[config.mk]
export PLATFORM = sky130hd
export DESIGN_NAME = axi4_uart_rx_bridge
export DESIGN_NICKNAME = d
export VERILOG_FILES = /design/src/rtl/uart_pkg.sv /design/src/rtl/uart_rx_fifo.sv /design/src/rtl/axi4_uart_rx_bridge.sv
export SDC_FILE = /design/constraint.sdc
export NUM_CORES = 1
export LEC_CHECK = 0
export BUFFER_PORTS_ARGS = -buffer_cell sky130_fd_sc_hd__buf_2
export CAP_MARGIN = 20
export CORE_AREA = 2 2 84 147
export CTS_CLUSTER_DIAMETER = 150
export DETAILED_ROUTE_END_ITERATION = 7
export DIE_AREA = 0 0 86 149
export SLEW_MARGIN = 20
export SYNTH_ARGS = -nofsm -noshare
export SYNTH_HDL_FRONTEND = slang
export SYNTH_SLANG_ARGS = --single-unit
[constraint.sdc]
create_clock -name clk -period 3.4 [get_ports clk]
set_input_delay 0.51 -clock clk [delete_from_list [all_inputs] [get_ports clk]]
set_output_delay 0.51 -clock clk [all_outputs]
set_load 0.005 [all_outputs]
[src/rtl/uart_pkg.sv]
// Shared UART bridge definitions: receiver FSM states, register offsets,
// AXI response codes and status bit positions.
package uart_pkg;

  typedef enum logic [2:0] {IDLE, START, DATA, PARITY, STOP} rx_state_e;

  localparam logic [2:0] RX_DATA_OFS = 3'h0;
  localparam logic [2:0] RX_STAT_OFS = 3'h4;

  localparam logic [1:0] OKAY   = 2'b00;
  localparam logic [1:0] SLVERR = 2'b10;

  localparam int STAT_NEMPTY     = 0;
  localparam int STAT_OVERRUN    = 1;
  localparam int STAT_FRAME_ERR  = 2;
  localparam int STAT_FULL       = 3;
  localparam int STAT_PARITY_ERR = 4;

endpackage

[src/rtl/uart_rx_fifo.sv]
// Byte-wide synchronous FIFO; pointers carry one extra wrap bit so that
// full and empty are distinguishable.
module uart_rx_fifo #(
  parameter int DEPTH = 8
) (
  input  logic       clk,
  input  logic       rst,
  input  logic       push,
  input  logic [7:0] wdata,
  input  logic       pop,
  output logic       full,
  output logic       empty,
  output logic [7:0] head
);
  localparam int AW = $clog2(DEPTH);

  logic [7:0]  mem [DEPTH];
  logic [AW:0] wp, rp;
  logic        do_push, do_pop;

  assign empty   = (wp == rp);
  assign full    = (wp[AW] != rp[AW]) && (wp[AW-1:0] == rp[AW-1:0]);
  assign do_pop  = pop && !empty;
  // a pop in the same cycle frees the slot, so a push into a full FIFO is allowed then
  assign do_push = push && (!full || do_pop);
  assign head    = mem[rp[AW-1:0]];

  always_ff @(posedge clk) begin
    if (rst) begin
      wp <= '0;
      rp <= '0;
    end else begin
      if (do_push) wp <= wp + 1'b1;
      if (do_pop)  rp <= rp + 1'b1;
    end
  end

  always_ff @(posedge clk) begin
    if (do_push) mem[wp[AW-1:0]] <= wdata;
  end

endmodule

[src/rtl/axi4_uart_rx_bridge.sv]
// UART receiver (8N1, or 8E1 with UART_RX_PARITY_EN) feeding a byte FIFO,
// read back through a single-beat AXI4 read responder (data + status regs).
module axi4_uart_rx_bridge
  import uart_pkg::*;
#(
  parameter int          CLKS_PER_BIT = 104,
  parameter int          FIFO_DEPTH   = 8,
  parameter logic [31:0] BASE_ADDR    = 32'h9000_0000
) (
  input  logic        clk,
  input  logic        rst,
  input  logic        uart_rx,
  input  logic        axi_arvalid,
  input  logic [31:0] axi_araddr,
  input  logic [3:0]  axi_arid,
  output logic        axi_arready,
  output logic        axi_rvalid,
  input  logic        axi_rready,
  output logic [31:0] axi_rdata,
  output logic [1:0]  axi_rresp,
  output logic        axi_rlast,
  output logic [3:0]  axi_rid,
  output logic        rx_irq,
  output logic        uart_rx_active
);
  localparam int CW = $clog2(CLKS_PER_BIT);
  localparam logic [CW-1:0] HALF = CW'(CLKS_PER_BIT / 2);
  localparam logic [CW-1:0] LAST = CW'(CLKS_PER_BIT - 1);

  logic          rx_s1, rx_sync, rx_prev;
  rx_state_e     state;
  logic [CW-1:0] cnt;
  logic [2:0]    bit_idx;
  logic [7:0]    shreg;
  logic          push_q, frame_evt;
  logic          fifo_full, fifo_empty, fifo_pop;
  logic [7:0]    fifo_head;
  logic          frame_err, overrun, overrun_evt;
  logic          ar_hs, hit, sel_data, sel_stat;
  logic [31:0]   status;
  logic          unused_addr;
`ifdef UART_RX_PARITY_EN
  logic          par_bad, par_evt, parity_err;
`endif

  assign unused_addr = ^axi_araddr[1:0];

  // Sync flops preset high so reset never looks like a start edge
  always_ff @(posedge clk) begin
    if (rst) begin
      rx_s1   <= 1'b1;
      rx_sync <= 1'b1;
      rx_prev <= 1'b1;
    end else begin
      rx_s1   <= uart_rx;
      rx_sync <= rx_s1;
      rx_prev <= rx_sync;
    end
  end

  always_ff @(posedge clk) begin
    if (rst) begin
      state     <= IDLE;
      cnt       <= '0;
      bit_idx   <= '0;
      shreg     <= '0;
      push_q    <= 1'b0;
      frame_evt <= 1'b0;
`ifdef UART_RX_PARITY_EN
      par_bad   <= 1'b0;
      par_evt   <= 1'b0;
`endif
    end else begin
      push_q    <= 1'b0;
      frame_evt <= 1'b0;
`ifdef UART_RX_PARITY_EN
      par_evt   <= 1'b0;
`endif
      case (state)
        IDLE: if (rx_prev && !rx_sync) begin
          cnt   <= '0;
          state <= START;
        end
        START: if (cnt == HALF) begin
          cnt     <= '0;
          bit_idx <= '0;
          state   <= rx_sync ? IDLE : DATA;
        end else cnt <= cnt + 1'b1;
        DATA: if (cnt == LAST) begin
          cnt     <= '0;
          shreg   <= {rx_sync, shreg[7:1]};
          bit_idx <= bit_idx + 3'd1;
`ifdef UART_RX_PARITY_EN
          if (bit_idx == 3'd7) state <= PARITY;
`else
          if (bit_idx == 3'd7) state <= STOP;
`endif
        end else cnt <= cnt + 1'b1;
`ifdef UART_RX_PARITY_EN
        PARITY: if (cnt == LAST) begin
          cnt     <= '0;
          par_bad <= ^{shreg, rx_sync};
          state   <= STOP;
        end else cnt <= cnt + 1'b1;
`endif
        STOP: if (cnt == LAST) begin
          cnt   <= '0;
          state <= IDLE;
          if (!rx_sync) frame_evt <= 1'b1;
`ifdef UART_RX_PARITY_EN
          else if (par_bad) par_evt <= 1'b1;
`endif
          else push_q <= 1'b1;
        end else cnt <= cnt + 1'b1;
        default: state <= IDLE;
      endcase
    end
  end

  assign uart_rx_active = (state != IDLE);

  uart_rx_fifo #(.DEPTH(FIFO_DEPTH)) u_fifo (
    .clk   (clk),
    .rst   (rst),
    .push  (push_q),
    .wdata (shreg),
    .pop   (fifo_pop),
    .full  (fifo_full),
    .empty (fifo_empty),
    .head  (fifo_head)
  );

  assign rx_irq      = !fifo_empty;
  assign axi_arready = !axi_rvalid;
  assign axi_rlast   = 1'b1;
  assign ar_hs       = axi_arvalid && axi_arready;
  assign hit         = (axi_araddr[31:3] == BASE_ADDR[31:3]);
  assign sel_data    = hit && (axi_araddr[2] == RX_DATA_OFS[2]);
  assign sel_stat    = hit && (axi_araddr[2] == RX_STAT_OFS[2]);
  assign fifo_pop    = ar_hs && sel_data && !fifo_empty;
  assign overrun_evt = push_q && fifo_full && !fifo_pop;

  always_comb begin
    status                 = '0;
    status[STAT_NEMPTY]    = !fifo_empty;
    status[STAT_OVERRUN]   = overrun;
    status[STAT_FRAME_ERR] = frame_err;
    status[STAT_FULL]      = fifo_full;
`ifdef UART_RX_PARITY_EN
    status[STAT_PARITY_ERR] = parity_err;
`endif
  end

  always_ff @(posedge clk) begin
    if (rst) begin
      axi_rvalid <= 1'b0;
      axi_rdata  <= '0;
      axi_rresp  <= OKAY;
      axi_rid    <= '0;
    end else if (ar_hs) begin
      axi_rvalid <= 1'b1;
      axi_rid    <= axi_arid;
      if (sel_data) begin
        axi_rdata <= fifo_empty ? 32'h0 : {24'h0, fifo_head};
        axi_rresp <= OKAY;
      end else if (sel_stat) begin
        axi_rdata <= status;
        axi_rresp <= OKAY;
      end else begin
        axi_rdata <= '0;
        axi_rresp <= SLVERR;
      end
    end else if (axi_rvalid && axi_rready) begin
      axi_rvalid <= 1'b0;
    end
  end

  // Sticky flags clear on a status read; a same-cycle error event wins
  always_ff @(posedge clk) begin
    if (rst) begin
      frame_err  <= 1'b0;
      overrun    <= 1'b0;
`ifdef UART_RX_PARITY_EN
      parity_err <= 1'b0;
`endif
    end else begin
      frame_err  <= (frame_err && !(ar_hs && sel_stat)) || frame_evt;
      overrun    <= (overrun && !(ar_hs && sel_stat)) || overrun_evt;
`ifdef UART_RX_PARITY_EN
      parity_err <= (parity_err && !(ar_hs && sel_stat)) || par_evt;
`endif
    end
  end

endmodule

==> flow_summary.ini <==
[run_status]
status = finished, final reports clean

[final_layout]
syn_to_final_growth_pct = 18.1
multiInputGateArea_mm2 = 0.00190
insertedDiodeCount = 0
ff_latch_area_mm2 = 0.00298
n_fill_cell = 1020
finalNetCount = 512
layout-drive-gt1-share = 0.291

[clocking]
cts_root_buffer = clkbuf_16
cts_max_level = 4
cts_tree = done
clk_pin_slew_ns = 0.05
clk_path_buf_depth = 2
cts.sink_count = 117
worstSkewPairLatency_ns = 0.41
holdBufCountCts = 0
post_cts_buffers = 0
cts_resized = 0
cts_made_buffers = 17

[placement]
dp_hpwl_mm = 7.20
io_buffer_count = 55
place.gp.congestion = 0.780

[sta]
tightest_slew_ns = 0.943
fin_tns_setup_ns = 0
finalCritPeriodShare = 0.725
slew_violations = 0
setup_viol = 0
grt_setup_unrepaired = false
max_freq_mhz = 405
final.min_clock_period_ns = 2.47
finalClockSkew_ns = 0.00711
relSlewSlack = 0.371
hold_viol_final = 0

[die]
start_util = 0.438
rows = 53
coreArea_mm2 = 0.0117
die_h_um = 149
die_area_mm2 = 0.0128
dieWidth_um = 86
ios = 84

[detailed_routing]
first_iter_violations = 171
drc = 0
antenna_left = 0
vias = 3239
wl_mm = 10.3
firstDrtPassIters = 4
post_drt_wl_per_cell_um = 16.8
viasPerCell = 5.27

[yosys]
synth_warnings = 0
ys_seq_area_frac = 0.580
synth_edf_count = 64
synth.ff_latch_count = 117
synthTopCellsByArea = edfxtp_1 37%, dfxtp_1 21%, mux4_2 7.0%, buf_4 4.4%, nor2_1 2.7%
synth_most_common_cell = edfxtp_1
yosys-top-cells-count = 64 x edfxtp_1, 53 x dfxtp_1, 37 x nor2_1
synth_top_area_frac = 0.373
synth_ff_type = edfxtp_1
async_flop_share = 0
syn_area_per_cell_um2 = 12.7
synth_largest_area_cell = edfxtp_1
netlist_area_mm2 = 0.00515
synth_cells = 404
synth_cell_types = 61

[power_and_ir_drop]
pwr-share-clk = 0.543
peakVddDrop_mv = 0.397
leakagePower_nw = 2.29
p_int_mw = 2.75
power.share.combinational = 0.024
p_total_mw = 3.44
p_sw_mw = 0.691
pwr-share-seq = 0.433
p_sw_frac = 0.201
pwr_density_cell_mw_per_mm2 = 567

[min_path]
min_path_type = in -> reg
hp-start = uart_rx
whs_endpoint = rx_s1$_SDFF_PP1_
holdPathStages = 2

[grt]
grt_overflow = 0
antenna_found_initial = 0
grt_pass1_wl_mm = 16.2
track_usage = 0.172
grt_pass1_vias = 3178
grt_max_degree = 52

[setup_path]
reg2reg_from = u_fifo.wp[0]$_SDFFE_PP0P_
cpPeakStageDelay_ns = 0.58
worst-setup-path-type = reg -> out
crit_chain = xor2_2, nor4_2, inv_1, buf_2
cp-start-kind = register
cp.required_ns = 2.89
r2r_setup_slack_ns = 1.09
critPathTopFamily = flip-flops
arrival_ns = 1.96
cp_num_buf_inv = 2
ff2ff_path_depth = 5
crit_path_top_delay_cell = dfxtp_1
r2r-end = u_fifo.mem[7][3]$_DFFE_PP_
critPathMaxFanout = 10
critPathCaptureType = output pin

[flow_run]
maxCapViolCount = 0
## cell type report
type                            count  area share
Clock buffer                       18      0.0706
Clock inverter                     14      0.0329
Inverter                           11     0.00679
Multi-Input combinational cell    253       0.313
Sequential cell                   117       0.491
Tap cell                          137      0.0282
Timing Repair Buffer               65      0.0576
## stage by stage
stage          instances  hold WS (ns)  setup slack (ns)   util  area (um2)
6_report             615         0.287             0.933  0.518        6080
5_1_grt              615         0.271             0.783  0.518        6080
4_1_cts              615         0.268             0.902  0.518        6080
3_5_place_dp         583         0.403             0.887  0.464        5450
3_3_place_gp         583         0.395             0.922  0.464        5450
2_1_floorplan        428         0.389             0.577      -        5240
## flip-flops by register name, indices dropped and copies added, names as in the netlist, 3 cells and up, named ones only
register,flops
axi_rdata,8
axi_rid,4
bit_idx,3
cnt,7
shreg,8
state,3
u_fifo.mem,64
u_fifo.rp,4
u_fifo.wp,4
## how the worst max path moves through the flow
stage,endpoint,slack (ns),start,cells past startpoint
after CTS,rx_irq,0.90,u_fifo.wp[0]$_SDFFE_PP0P_,4
final,rx_irq,0.93,u_fifo.wp[0]$_SDFFE_PP0P_,4
after global routing,rx_irq,0.78,u_fifo.wp[0]$_SDFFE_PP0P_,4
after global placement,u_fifo.mem[7][6]$_DFFE_PP_,0.92,axi_araddr[13],6
after floorplan,u_fifo.mem[0][0]$_DFFE_PP_,0.58,axi_araddr[13],5
after detailed placement,u_fifo.mem[7][6]$_DFFE_PP_,0.89,axi_araddr[13],6
## layer usage
metal  GRT usage  up-vias  routed length [um]
li1            -     1554                   -
met3      0.0432       18                 305
met4      0.0857        0                 259
met2       0.307       74                5820
met1       0.183     1593                3920
met5           0        -                   0
## worst reg2reg max path, cell delays in order (launching register included)
cell and delay, ns:
dfxtp_1 0.58, xor2_2 0.25, nor4_2 0.12, nor4_4 0.43, o2111ai_2 0.18, inv_1 0.39
## logic make-up (layout without fill, tap and decap cells)
| kind of cell | after synthesis | in the layout | synth area share |
|---|---|---|---|
| multiplexers | 37 | 37 | 0.114 |
| AND/OR/NAND/NOR | 123 | 123 | 0.132 |
| flip-flops | 117 | 117 | 0.580 |
| adder cells (fa/ha/maj) | 7 | 7 | 0.0165 |
| XOR/XNOR | 12 | 12 | 0.0248 |
| buffers and inverters | 58 | 108 | 0.0683 |
| other | 2 | 26 | 0.00146 |
| AO/OA/AOI/OAI | 48 | 48 | 0.0637 |
## cell usage in the layout, fill, tap and decap left out, types with 8 or more instances in the layout
cell type / n
edfxtp_1: 64
buf_2: 55
dfxtp_1: 53
nor2_1: 37
conb_1: 26
nand2_1: 20
a21oi_1: 18
clkbuf_16: 17
mux4_2: 16
mux2i_1: 12
inv_1: 11
buf_4: 10
nor3_1: 9
nand2b_1: 8
## power by group through the flow
stage	logic [mW]	clock network [mW]	registers, mW
floorplan	0.0679	0	1.52
global placement	0.0813	0	1.52
detailed placement	0.0828	0	1.52
CTS	0.0831	1.91	1.49
global route	0.0939	1.97	1.49
finish	0.0824	1.87	1.49
Note: power is estimated with default switching activity, not from simulation.
